## src/rtl/spi_slave_cfg.sv

```systemverilog
// SPI slave, parameterised mode and bit order, with a one-entry TX holding register and an RX output register.
// rx word appears 4 clk after the final sample SCK edge; tx_ready throttles the producer; an unread rx word is overwritten and overrun pulses.
`timescale 1ns/1ps
module spi_slave_cfg #(
  parameter int SIZE      = 8,
  parameter int CPOL      = 0,
  parameter int CPHA      = 0,
  parameter int LSB_FIRST = 0
) (
  input  logic            clk,
  input  logic            rst_n,
  input  logic            sck,
  input  logic            cs,
  input  logic            mosi,
  output logic            miso,
  output logic            miso_oe,
  input  logic [SIZE-1:0] tx_data,
  input  logic            tx_valid,
  output logic            tx_ready,
  output logic [SIZE-1:0] rx_data,
  output logic            rx_valid,
  input  logic            rx_ready,
  output logic            overrun,
  output logic            underrun,
  output logic            busy
);

  localparam int            CW       = $clog2(SIZE);
  localparam logic [CW-1:0] LAST     = CW'(SIZE - 1);
  localparam logic          IDLE_LVL = (CPOL != 0);

  typedef enum logic [1:0] {IDLE, LOAD, ACTIVE} state_t;

  state_t          state, state_nxt;
  logic [1:0]      sck_sync, cs_sync, mosi_sync;
  logic            sck_d;
  logic [2:0]      arm;
  logic            armed, cs_act, sck_chg, lead_e, trail_e;
  logic            sample_e, shift_e, load_e, shift_only;
  logic            load_first, in_word;
  logic [CW-1:0]   bit_cnt;
  logic [SIZE-1:0] tx_shift, rx_shift, hold_data;
  logic            hold_full, done_p;

  // arm holds off edge/cs detection until the synchronisers have refilled after reset release
  always_ff @(posedge clk or negedge rst_n) begin
    if (!rst_n) begin
      sck_sync  <= '0;
      cs_sync   <= '0;
      mosi_sync <= '0;
      sck_d     <= 1'b0;
      arm       <= '0;
    end else begin
      sck_sync  <= {sck_sync[0], sck};
      cs_sync   <= {cs_sync[0], cs};
      mosi_sync <= {mosi_sync[0], mosi};
      sck_d     <= sck_sync[1];
      arm       <= {arm[1:0], 1'b1};
    end
  end

  assign armed   = arm[2];
  assign cs_act  = armed & ~cs_sync[1];
  assign sck_chg = armed & (sck_sync[1] != sck_d);
  assign lead_e  = sck_chg & (sck_sync[1] != IDLE_LVL);
  assign trail_e = sck_chg & (sck_sync[1] == IDLE_LVL);

  always_ff @(posedge clk or negedge rst_n) begin
    if (!rst_n) state <= IDLE;
    else        state <= state_nxt;
  end

  always_comb begin
    state_nxt = state;
    case (state)
      IDLE:    if (cs_act) state_nxt = LOAD;
      LOAD:    state_nxt = cs_act ? ACTIVE : IDLE;
      ACTIVE:  if (!cs_act) state_nxt = IDLE;
      default: state_nxt = IDLE;
    endcase
  end

  // with CPHA=1 the first word loads on the first leading edge, not in LOAD
  always_comb begin
    load_first = 1'b0;
    in_word    = 1'b0;
    case (state)
      LOAD:    load_first = cs_act && (CPHA == 0);
      ACTIVE:  in_word    = cs_act;
      default: ;
    endcase
  end

  assign sample_e   = in_word & ((CPHA != 0) ? trail_e : lead_e);
  assign shift_e    = in_word & ((CPHA != 0) ? lead_e : trail_e);
  assign load_e     = load_first | (shift_e & (bit_cnt == '0));
  assign shift_only = shift_e & (bit_cnt != '0);

  always_ff @(posedge clk or negedge rst_n) begin
    if (!rst_n) begin
      bit_cnt   <= '0;
      tx_shift  <= '0;
      rx_shift  <= '0;
      hold_data <= '0;
      hold_full <= 1'b0;
      done_p    <= 1'b0;
      rx_data   <= '0;
      rx_valid  <= 1'b0;
      overrun   <= 1'b0;
      underrun  <= 1'b0;
    end else begin
      done_p   <= 1'b0;
      overrun  <= 1'b0;
      underrun <= 1'b0;
      if (!cs_act) begin
        bit_cnt  <= '0;
        tx_shift <= '0;
      end else begin
        if (sample_e) begin
          rx_shift <= (LSB_FIRST != 0) ? {mosi_sync[1], rx_shift[SIZE-1:1]}
                                       : {rx_shift[SIZE-2:0], mosi_sync[1]};
          bit_cnt  <= (bit_cnt == LAST) ? '0 : bit_cnt + CW'(1);
          done_p   <= (bit_cnt == LAST);
        end
        if (load_e) begin
          tx_shift <= hold_full ? hold_data : '0;
          underrun <= ~hold_full;
        end else if (shift_only) begin
          tx_shift <= (LSB_FIRST != 0) ? {1'b0, tx_shift[SIZE-1:1]}
                                       : {tx_shift[SIZE-2:0], 1'b0};
        end
      end
      // a word accepted in the same cycle as an empty load is kept for the next word
      if (load_e && cs_act && hold_full) hold_full <= 1'b0;
      if (tx_valid && !hold_full) begin
        hold_data <= tx_data;
        hold_full <= 1'b1;
      end
      if (done_p) begin
        rx_data  <= rx_shift;
        rx_valid <= 1'b1;
        overrun  <= rx_valid & ~rx_ready;
      end else if (rx_valid && rx_ready) begin
        rx_valid <= 1'b0;
      end
    end
  end

  assign tx_ready = ~hold_full;
  assign miso_oe  = cs_act;
  assign busy     = cs_act;
  assign miso     = cs_act & ((LSB_FIRST != 0) ? tx_shift[0] : tx_shift[SIZE-1]);

endmodule

```

## config.mk

```make
export PLATFORM = sky130hd
export DESIGN_NAME = spi_slave_cfg
export DESIGN_NICKNAME = d
export VERILOG_FILES = /design/src/rtl/spi_slave_cfg.sv
export SDC_FILE = /design/constraint.sdc
export NUM_CORES = 1
export LEC_CHECK = 0
export BUFFER_PORTS_ARGS = -buffer_cell sky130_fd_sc_hd__buf_4
export CAP_MARGIN = 40
export CORE_MARGIN = 3
export CORE_UTILIZATION = 55
export CTS_CLUSTER_DIAMETER = 150
export DETAILED_ROUTE_END_ITERATION = 8
export HOLD_SLACK_MARGIN = 0.05
export PLACE_DENSITY = 0.77
export SLEW_MARGIN = 20
export SYNTH_ARGS = -nofsm -noshare
export SYNTH_HDL_FRONTEND = slang
export SYNTH_SLANG_ARGS = --single-unit
```

## constraint.sdc

```tcl
create_clock -name clk -period 2 [get_ports clk]
set_clock_uncertainty 0.2 [all_clocks]
set_input_delay 0.2 -clock clk [delete_from_list [all_inputs] [get_ports clk]]
set_output_delay 0.2 -clock clk [all_outputs]
set_load 0.05 [all_outputs]
```

==> metrics.cfg, run 1 <==
[clocking]
clk_pin_slew_ns = 0.09
clk_path_buf_depth = 2
h-tree-depth = 2
clk_latency_ns = 0.31
cts_made_buffers = 5
root_buffer = clkbuf_8
clock_sinks = 52
tritoncts = done

[cells_and_area]
area_growth_pct = 24.4
n_antenna_cell = 0
nNetsFinal = 217
drive_gt1_frac = 0.335
multiInputGateArea_sq_um = 668
n_fill_cell = 243
fin_cells = 246
final_area_sq_um = 2580
regArea_sq_um = 1300

[sta]
final_hold_viol_count = 0
fmax_mhz = 535
maxSlewHeadroom = 0.584
rsz0062_at_grt = false
setup_viol = 0
finalSetupTns_ns = 0
min_period_ns = 1.87
period_share = 0.935
worst_pin_slew_ns = 0.624
whs_ns = 0.153
slew_viol_final = 0

[pwr]
fin_total_pwr_mw = 2.29
p_per_area_nw_per_um2 = 889
ir_drop_v = 0.000945
p_leak_nw = 1.30

[placed_design]
place_inst = 225
post-dp-hpwl_mm = 2.44
io_buffer_count = 29
gp_congestion = 0.761
dpl-instance-area_sq_um = 2330

[global_routing]
grt-ovfl-total = 0
track_usage = 0.189
grt_start_max_net_pins = 53
antenna_found_initial = 0
grt_pass1_vias = 1340
grt_pass1_wl_mm = 6.12

[critical_path]
rrSetupSlack_ns = 0.17
crit_chain = nand2b_4 > inv_1 > buf_4 > buf_4
critPathArrivalTime_ns = 1.47
cp.required_ns = 1.60
crit_top_cell = buf_4
path_max_fanout = 9
crit_family = buffers and inverters
critPathSlowestCell = dfrtp_1
endpoint_kind = primary output
max_stage_delay_ns = 0.41
path_class = reg -> out
worstPathBufferInverterCount = 3
cp-start-kind = flop

[synthesis]
synth-warning-count = 0
netlist_area_sq_um = 2070
ys_seq_area_frac = 0.628
ys_types = 28
synth_nets = 173
synthCells = 155
avgSynthCellArea_sq_um = 13.4
synth.ff_latch_count = 52

[floorplanning]
coreArea_sq_um = 3470
die_w_um = 67.4
die_h_um = 67.4
start_util = 0.597
die_area_sq_um = 4540
io_pins = 30
row_count = 21

[min_path]
hold_path.class = reg -> reg

[routing]
vias_per_cell = 5.37
wl_mm = 3.62
num_vias = 1322
drc = 0
drtIter0Drc = 56
ant_nets = 0
firstDrtPassIters = 5
wl_per_cell_um = 14.7

[flow_run]
cap_violations = 0

[outcome]
status = finished, final reports clean

==> state kept, by name, summed over array words and instances, names as in the netlist, 3 cells and up <==
name,flops
tx_shift,8
rx_data,8
hold_data,8
rx_shift,8
arm,3
bit_cnt,3
==> path summary, 6_finish.rpt <==
path | startpoint | depth (start not counted) | end
worst max-delay path | cs_sync[1]$_DFF_PN0_ | 4 | busy
worst min-delay path | arm[1]$_DFF_PN0_ | 0 | arm[2]$_DFF_PN0_
worst max register to register | cs_sync[1]$_DFF_PN0_ | 3 | rx_shift[6]$_DFFE_PN0P_
worst min register to register | arm[1]$_DFF_PN0_ | 0 | arm[2]$_DFF_PN0_
max in group asynchronous | rst_n | 2 | cs_sync[1]$_DFF_PN0_
min in group asynchronous | rst_n | 2 | rx_shift[4]$_DFFE_PN0P_
==> what timing repair did <==
item                                   in CTS  in global routing
setup buffers                               0                  0
endpoints found under the hold margin      65                  0
hold buffers                               13                  0
resized for setup                           0                  0
==> through the flow <==
| step | setup slack [ns] | util |
|---|---|---|
| 3_5_place_dp | 0.188 | 0.672 |
| 5_1_grt | 0.0345 | 0.743 |
| 2_1_floorplan | 0.133 | - |
| 6_report | 0.129 | 0.743 |
| 3_3_place_gp | 0.235 | 0.672 |
| 4_1_cts | 0.113 | 0.743 |
==> kinds of logic after synthesis <==
logic type	share of synthesized area
other	0.00181
flip-flops	0.628
adder cells (fa/ha/maj)	0.0181
AO/OA/AOI/OAI	0.0447
buffers and inverters	0.0489
AND/OR/NAND/NOR	0.102
multiplexers	0.156
==> Yosys cell counts, drive strengths merged <==
library cell  number  area, sq um
o21ai              1         5.00
nor4bb             2         20.0
conb               1         3.75
nand2b             3         26.3
and2               1         6.26
clkbuf             7         26.3
a21o               2         15.0
buf                2         18.8
nor2b              2         12.5
o221ai             7         61.3
or4                1         11.3
a21oi              1         5.00
nand2             13         48.8
ha                 3         37.5
mux2i              3         30.0
nand4bb            1         11.3
nor2               2         7.51
or3                1         6.26
and3               1         6.26
nand4              8         50.1
nor3               1         5.00
a31oi              1         6.26
inv               15         56.3
mux2              24          293
dfrtp             52         1300
==> placed cells by master, fill, tap and decap left out, types with 2 or more instances in the layout <==
cell type,n
dfrtp_1,52
buf_4,33
mux2_2,18
inv_1,15
nand2_1,13
dlygate4sd3_1,13
nand4_1,8
o221ai_1,7
mux2_4,6
clkbuf_8,5
mux2i_1,3
ha_1,3
nand2b_1,2
nor2_1,2
nor2b_1,2
nor4bb_1,2
a21o_1,2
==> power by group <==
part / switching (mW) / internal [mW] / leakage, nW
combinational: 0.160 / 0.169 / 0.562
clock: 0.340 / 0.377 / 0.0548
sequential: 0.0827 / 1.16 / 0.680
total: 0.583 / 1.71 / 1.30
==> layer usage <==
metal	track usage	routed length, um
met3	0.0616	226
met4	0.0835	81
met5	0	0
met1	0.209	1370
met2	0.331	1950
==> area by class of cell <==
class	instances	area share
repair buffers	46	0.147
inverters	15	0.0219
flip-flops and latches	52	0.505
clock inverters	3	0.0180
clock buffers	5	0.0267
well taps	46	0.0223
multi-input cells	79	0.259
Note: power is estimated with default switching activity, not from simulation.
==> inputs of run 2 (changes only) <==
==> constraint.sdc (replaced) <==
create_clock -name clk -period 2 [get_ports clk]
set_clock_uncertainty 0.2 [all_clocks]
set_input_delay 0.1 -clock clk [delete_from_list [all_inputs] [get_ports clk]]
set_output_delay 0.1 -clock clk [all_outputs]
set_load 0.05 [all_outputs]
==> run 2 against run 1 <==
Via count hardly changed. Design area rose by 0.53%. Largest cell class unchanged. Critical path type is now reg -> reg. Worst hold slack lost 0.025 ns. Routed wire length increased by 0.28%. Count of clock-buffer cells in the layout did not move. Critical endpoint is now hold_data[7]$_DFFE_PN0P_.
==> metrics.cfg, run 2 (synthesis results as in run 1) <==
[outcome]
status = finished, final reports clean

[global_routing]
grt_start_max_net_pins = 53
grt-ovfl-total = 0
grt_pass1_vias = 1339
grt_pass1_wl_mm = 6.17
track_usage = 0.191
antenna_found_initial = 0

[clocking]
clock_sinks = 52
clk_pin_slew_ns = 0.09
cts_setup_buffers = 0
tritoncts = done
h-tree-depth = 2
root_buffer = clkbuf_8
clk_latency_ns = 0.31
clk_path_buf_depth = 2
cts_made_buffers = 5

[sta]
whs_ns = 0.129
fmax_mhz = 527
final_hold_viol_count = 0
period_share = 0.948
setup_viol = 0
slew_viol_final = 0
worst_pin_slew_ns = 0.621
maxSlewHeadroom = 0.586
min_period_ns = 1.90
rsz0062_at_grt = false
finalSetupTns_ns = 0

[cells_and_area]
n_antenna_cell = 0
area_growth_pct = 25.1
nNetsFinal = 218
drive_gt1_frac = 0.343
n_fill_cell = 238
final_cell_mix = dfrtp_1 (51), buf_4 (33), mux2_2 (18)
layout_commonest_cell = dfrtp_1

[min_path]
hold_path.class = in -> reg

[critical_path]
path_max_fanout = 12
critPathArrivalTime_ns = 1.90
cp-start-kind = flop
endpoint_kind = flop
cp.required_ns = 2.00
path_class = reg -> reg

[routing]
drtIter0Drc = 70
vias_per_cell = 5.36
ant_nets = 0
drc = 0
wl_per_cell_um = 14.7
wl_mm = 3.63
num_vias = 1323
firstDrtPassIters = 4

[floorplanning]
die_w_um = 67.4
start_util = 0.597
coreArea_sq_um = 3470
row_count = 21
die_h_um = 67.4
die_area_sq_um = 4540
io_pins = 30

[pwr]
ir_drop_v = 0.000924
p_per_area_nw_per_um2 = 893
p_leak_nw = 1.30

[flow_run]
cap_violations = 0

[placed_design]
gp_congestion = 0.761
io_buffer_count = 29
post-dp-hpwl_mm = 2.44

[run 2: changes by cell type in the layout (fill, tap and decap cells not counted)]
| cell | delta |
|---|---|
| dfrtp_2 | +1 |
| dfrtp_1 | -1 |
| nor2b_1 | -1 |
| dlygate4sd3_1 | +1 |
| nor2b_2 | +1 |
[run 2: power by group]
part / internal, mW / total, mW / switching [mW]
Sequential: 1.17 / 1.25 / 0.0840
Combinational: 0.183 / 0.345 / 0.162
Clock: 0.377 / 0.719 / 0.343
Total: 1.73 / 2.31 / 0.589
[run 2: final timing paths]
| path | start | endpoint | slack, ns | cells past startpoint |
|---|---|---|---|---|
| max | hold_full$_DFFE_PN0P_ | hold_data[7]$_DFFE_PN0P_ | 0.10 | 3 |
| min | tx_valid | hold_full$_DFFE_PN0P_ | 0.13 | 4 |
| max reg2reg | hold_full$_DFFE_PN0P_ | hold_data[7]$_DFFE_PN0P_ | 0.10 | 3 |
| min reg2reg | arm[1]$_DFF_PN0_ | arm[2]$_DFF_PN0_ | 0.15 | 0 |
| max in group asynchronous | rst_n | hold_full$_DFFE_PN0P_ | 1.01 | 2 |
| min in group asynchronous | rst_n | rx_shift[4]$_DFFE_PN0P_ | 0.14 | 2 |
[run 2: layout make-up]
class,instances,area [sq um],area share
Sequential cell,52,1300,0.503
Multi-Input combinational cell,79,671,0.259
Timing Repair Buffer,47,388,0.150
Clock inverter,3,46.3,0.0179
Tap cell,46,57.6,0.0222
Inverter,15,56.3,0.0217
Clock buffer,5,68.8,0.0266
[run 2: per-stage QoR]
step	total power, mW	instance area [sq um]	cells	util	setup WS (ns)
floorplan	1.46	2070	155	-	0.229
global placement	1.55	2330	225	0.672	0.235
detailed placement	1.57	2330	225	0.672	0.188
CTS	2.32	2590	247	0.746	0.0615
global route	2.43	2590	247	0.747	0.0593
finish	2.31	2590	247	0.747	0.104
[run 2: repair_timing]
| action | 4_1_cts | 5_1_grt |
|---|---|---|
| setup endpoints to repair | 0 | 1 |
| gates resized for setup | 0 | 2 |
| hold buffers | 14 | 0 |
| endpoints found under the hold margin | 65 | 0 |
[run 2: routing by layer]
layer | GRT usage | part of all wire
met1 | 0.213 | 0.39
met2 | 0.337 | 0.54
met3 | 0.0616 | 0.055
met4 | 0.0759 | 0.018
met5 | 0 | 0
[run 2: worst max-delay path, cell delays in order, from the launching register on]
cell and delay [ns]:
dfrtp_2 0.50, nor2b_2 0.17, mux2_2 0.36, dlygate4sd3_1 0.55
==> inputs of run 3 (changes only) <==
--- a/constraint.sdc
+++ b/constraint.sdc
@@ -4,2 +4,2 @@
 set_output_delay 0.1 -clock clk [all_outputs]
-set_load 0.05 [all_outputs]
+set_load 0.005 [all_outputs]
==> run 3 against run 2 <==
Clock power shrank 24%. Non-clock buffer count shrank 1. Critical endpoint is now rx_shift[4]$_DFFE_PN0P_. Maximum frequency up 5.1%. Worst hold slack lost 0.020 ns. First-iteration DRC count decreased by 19%. Total power is 11% lower. Cell count decreased by 0.81%. Count of clock-buffer cells in the layout rose by 1. Sequential power about the same. Routed wire length fell by 7.0%. Largest cell class unchanged.
==> metrics.cfg, run 3 (synthesis results as in run 1) <==
[pwr]
p_leak_nw = 1.28
clockPowerShare = 0.264
power.share.switching = 0.242
p_switching_mw = 0.500
ir_drop_v = 0.000795
seq_power_share = 0.601
internal_power_mw = 1.57
p_per_area_nw_per_um2 = 815
combPwrFrac = 0.135

[floorplanning]
die_area_sq_um = 4540
start_util = 0.597
io_pins = 30
coreArea_sq_um = 3470
die_w_um = 67.4
row_count = 21
die_h_um = 67.4

[sta]
finalSetupTns_ns = 0
fmax_mhz = 554
whs_ns = 0.108
slew_viol_final = 0
final_hold_viol_count = 0
rsz0062_at_grt = false
setup_viol = 0
setup_slack_ns = 0.196
period_share = 0.902
worst_pin_slew_ns = 0.619
maxSlewHeadroom = 0.587
min_period_ns = 1.80

[placed_design]
place_inst = 225
place_ws_ns = 0.191
dpl-instance-area_sq_um = 2330
gp_congestion = 0.726
io_buffer_count = 29
post-dp-hpwl_mm = 2.36

[flow_run]
cap_violations = 0

[clocking]
cts_setup_buffers = 0
clk_latency_ns = 0.30
h-tree-depth = 2
ctsHoldBuffers = 13
root_buffer = clkbuf_8
clk_path_buf_depth = 2
cts_made_buffers = 5
tritoncts = done
clock_sinks = 52
clk_pin_slew_ns = 0.08
cts_resized = 0

[global_routing]
grt_start_max_net_pins = 53
track_usage = 0.173
grt-ovfl-total = 0
grt_pass1_vias = 1334
grt_pass1_wl_mm = 5.71
antenna_found_initial = 0

[routing]
drc = 0
wl_per_cell_um = 13.8
drtIter0Drc = 57
vias_per_cell = 5.31
num_vias = 1301
ant_nets = 0
wl_mm = 3.38
firstDrtPassIters = 4

[cells_and_area]
nNetsFinal = 217
final_cell_mix = dfrtp_1 (52), buf_4 (33), mux2_2 (18)
n_fill_cell = 241
area_growth_pct = 22.6
n_antenna_cell = 0
layout_commonest_cell = dfrtp_1
fin_cells = 245
drive_gt1_frac = 0.327
final_area_sq_um = 2540

[critical_path]
path_class = reg -> reg
cp-start-kind = flop
crit_chain = nand2b_4 > or4_4 > mux2_4
crit_family = simple AND/OR/NAND/NOR gates
worstPathBufferInverterCount = 0
path_max_fanout = 12
cp.required_ns = 1.99
endpoint_kind = flop
critPathSlowestCell = or4_4
max_stage_delay_ns = 0.61
critPathArrivalTime_ns = 1.79

[min_path]
hold_path.class = in -> reg

[outcome]
status = finished, final reports clean

run 3: worst reg2reg max path, cell delays in order, from the launching register on:
cell	delay (ns)
dfrtp_1	0.39
nand2b_4	0.16
or4_4	0.61
mux2_4	0.34
run 3: power groups by stage:
stage	registers (mW)	clock network [mW]	logic [mW]
after floorplan	1.23	0	0.195
after global placement	1.26	0	0.252
after detailed placement	1.27	0	0.261
after CTS	1.24	0.564	0.282
after global routing	1.26	0.611	0.315
final	1.24	0.546	0.279
run 3: per-stage QoR:
stage	power (mW)	utilization
final	2.07	0.732
after global routing	2.19	0.732
after CTS	2.09	0.732
after detailed placement	1.53	0.672
after global placement	1.51	0.672
after floorplan	1.42	-
run 3: layout make-up:
class                   instances  area [sq um]  share of cell area
clock buffers                   6          72.6              0.0286
clock inverters                 1          5.00             0.00197
inverters                      15          56.3              0.0222
multi-input cells              79           668               0.263
flip-flops and latches         52          1300               0.513
well taps                      46          57.6              0.0227
repair buffers                 46           378               0.149
run 3: path summary, 6_finish.rpt:
check | startpoint | cells past startpoint | to | slack (ns)
setup reg to reg | cs_sync[1]$_DFF_PN0_ | 3 | rx_shift[4]$_DFFE_PN0P_ | 0.20
min in group asynchronous | rst_n | 2 | rx_data[7]$_DFFE_PN0P_ | 0.15
hold / removal | tx_valid | 4 | hold_full$_DFFE_PN0P_ | 0.11
hold reg to reg | cs_sync[0]$_DFF_PN0_ | 0 | cs_sync[1]$_DFF_PN0_ | 0.15
max in group asynchronous | rst_n | 2 | tx_shift[3]$_DFFE_PN0P_ | 1.02
setup / recovery | cs_sync[1]$_DFF_PN0_ | 3 | rx_shift[4]$_DFFE_PN0P_ | 0.20
run 3: routing by layer:
metal,track usage,up-vias,share of wire
li1,-,620,-
met1,0.181,647,0.40
met2,0.306,28,0.54
met3,0.0599,6,0.044
met4,0.0861,0,0.016
met5,0,-,0
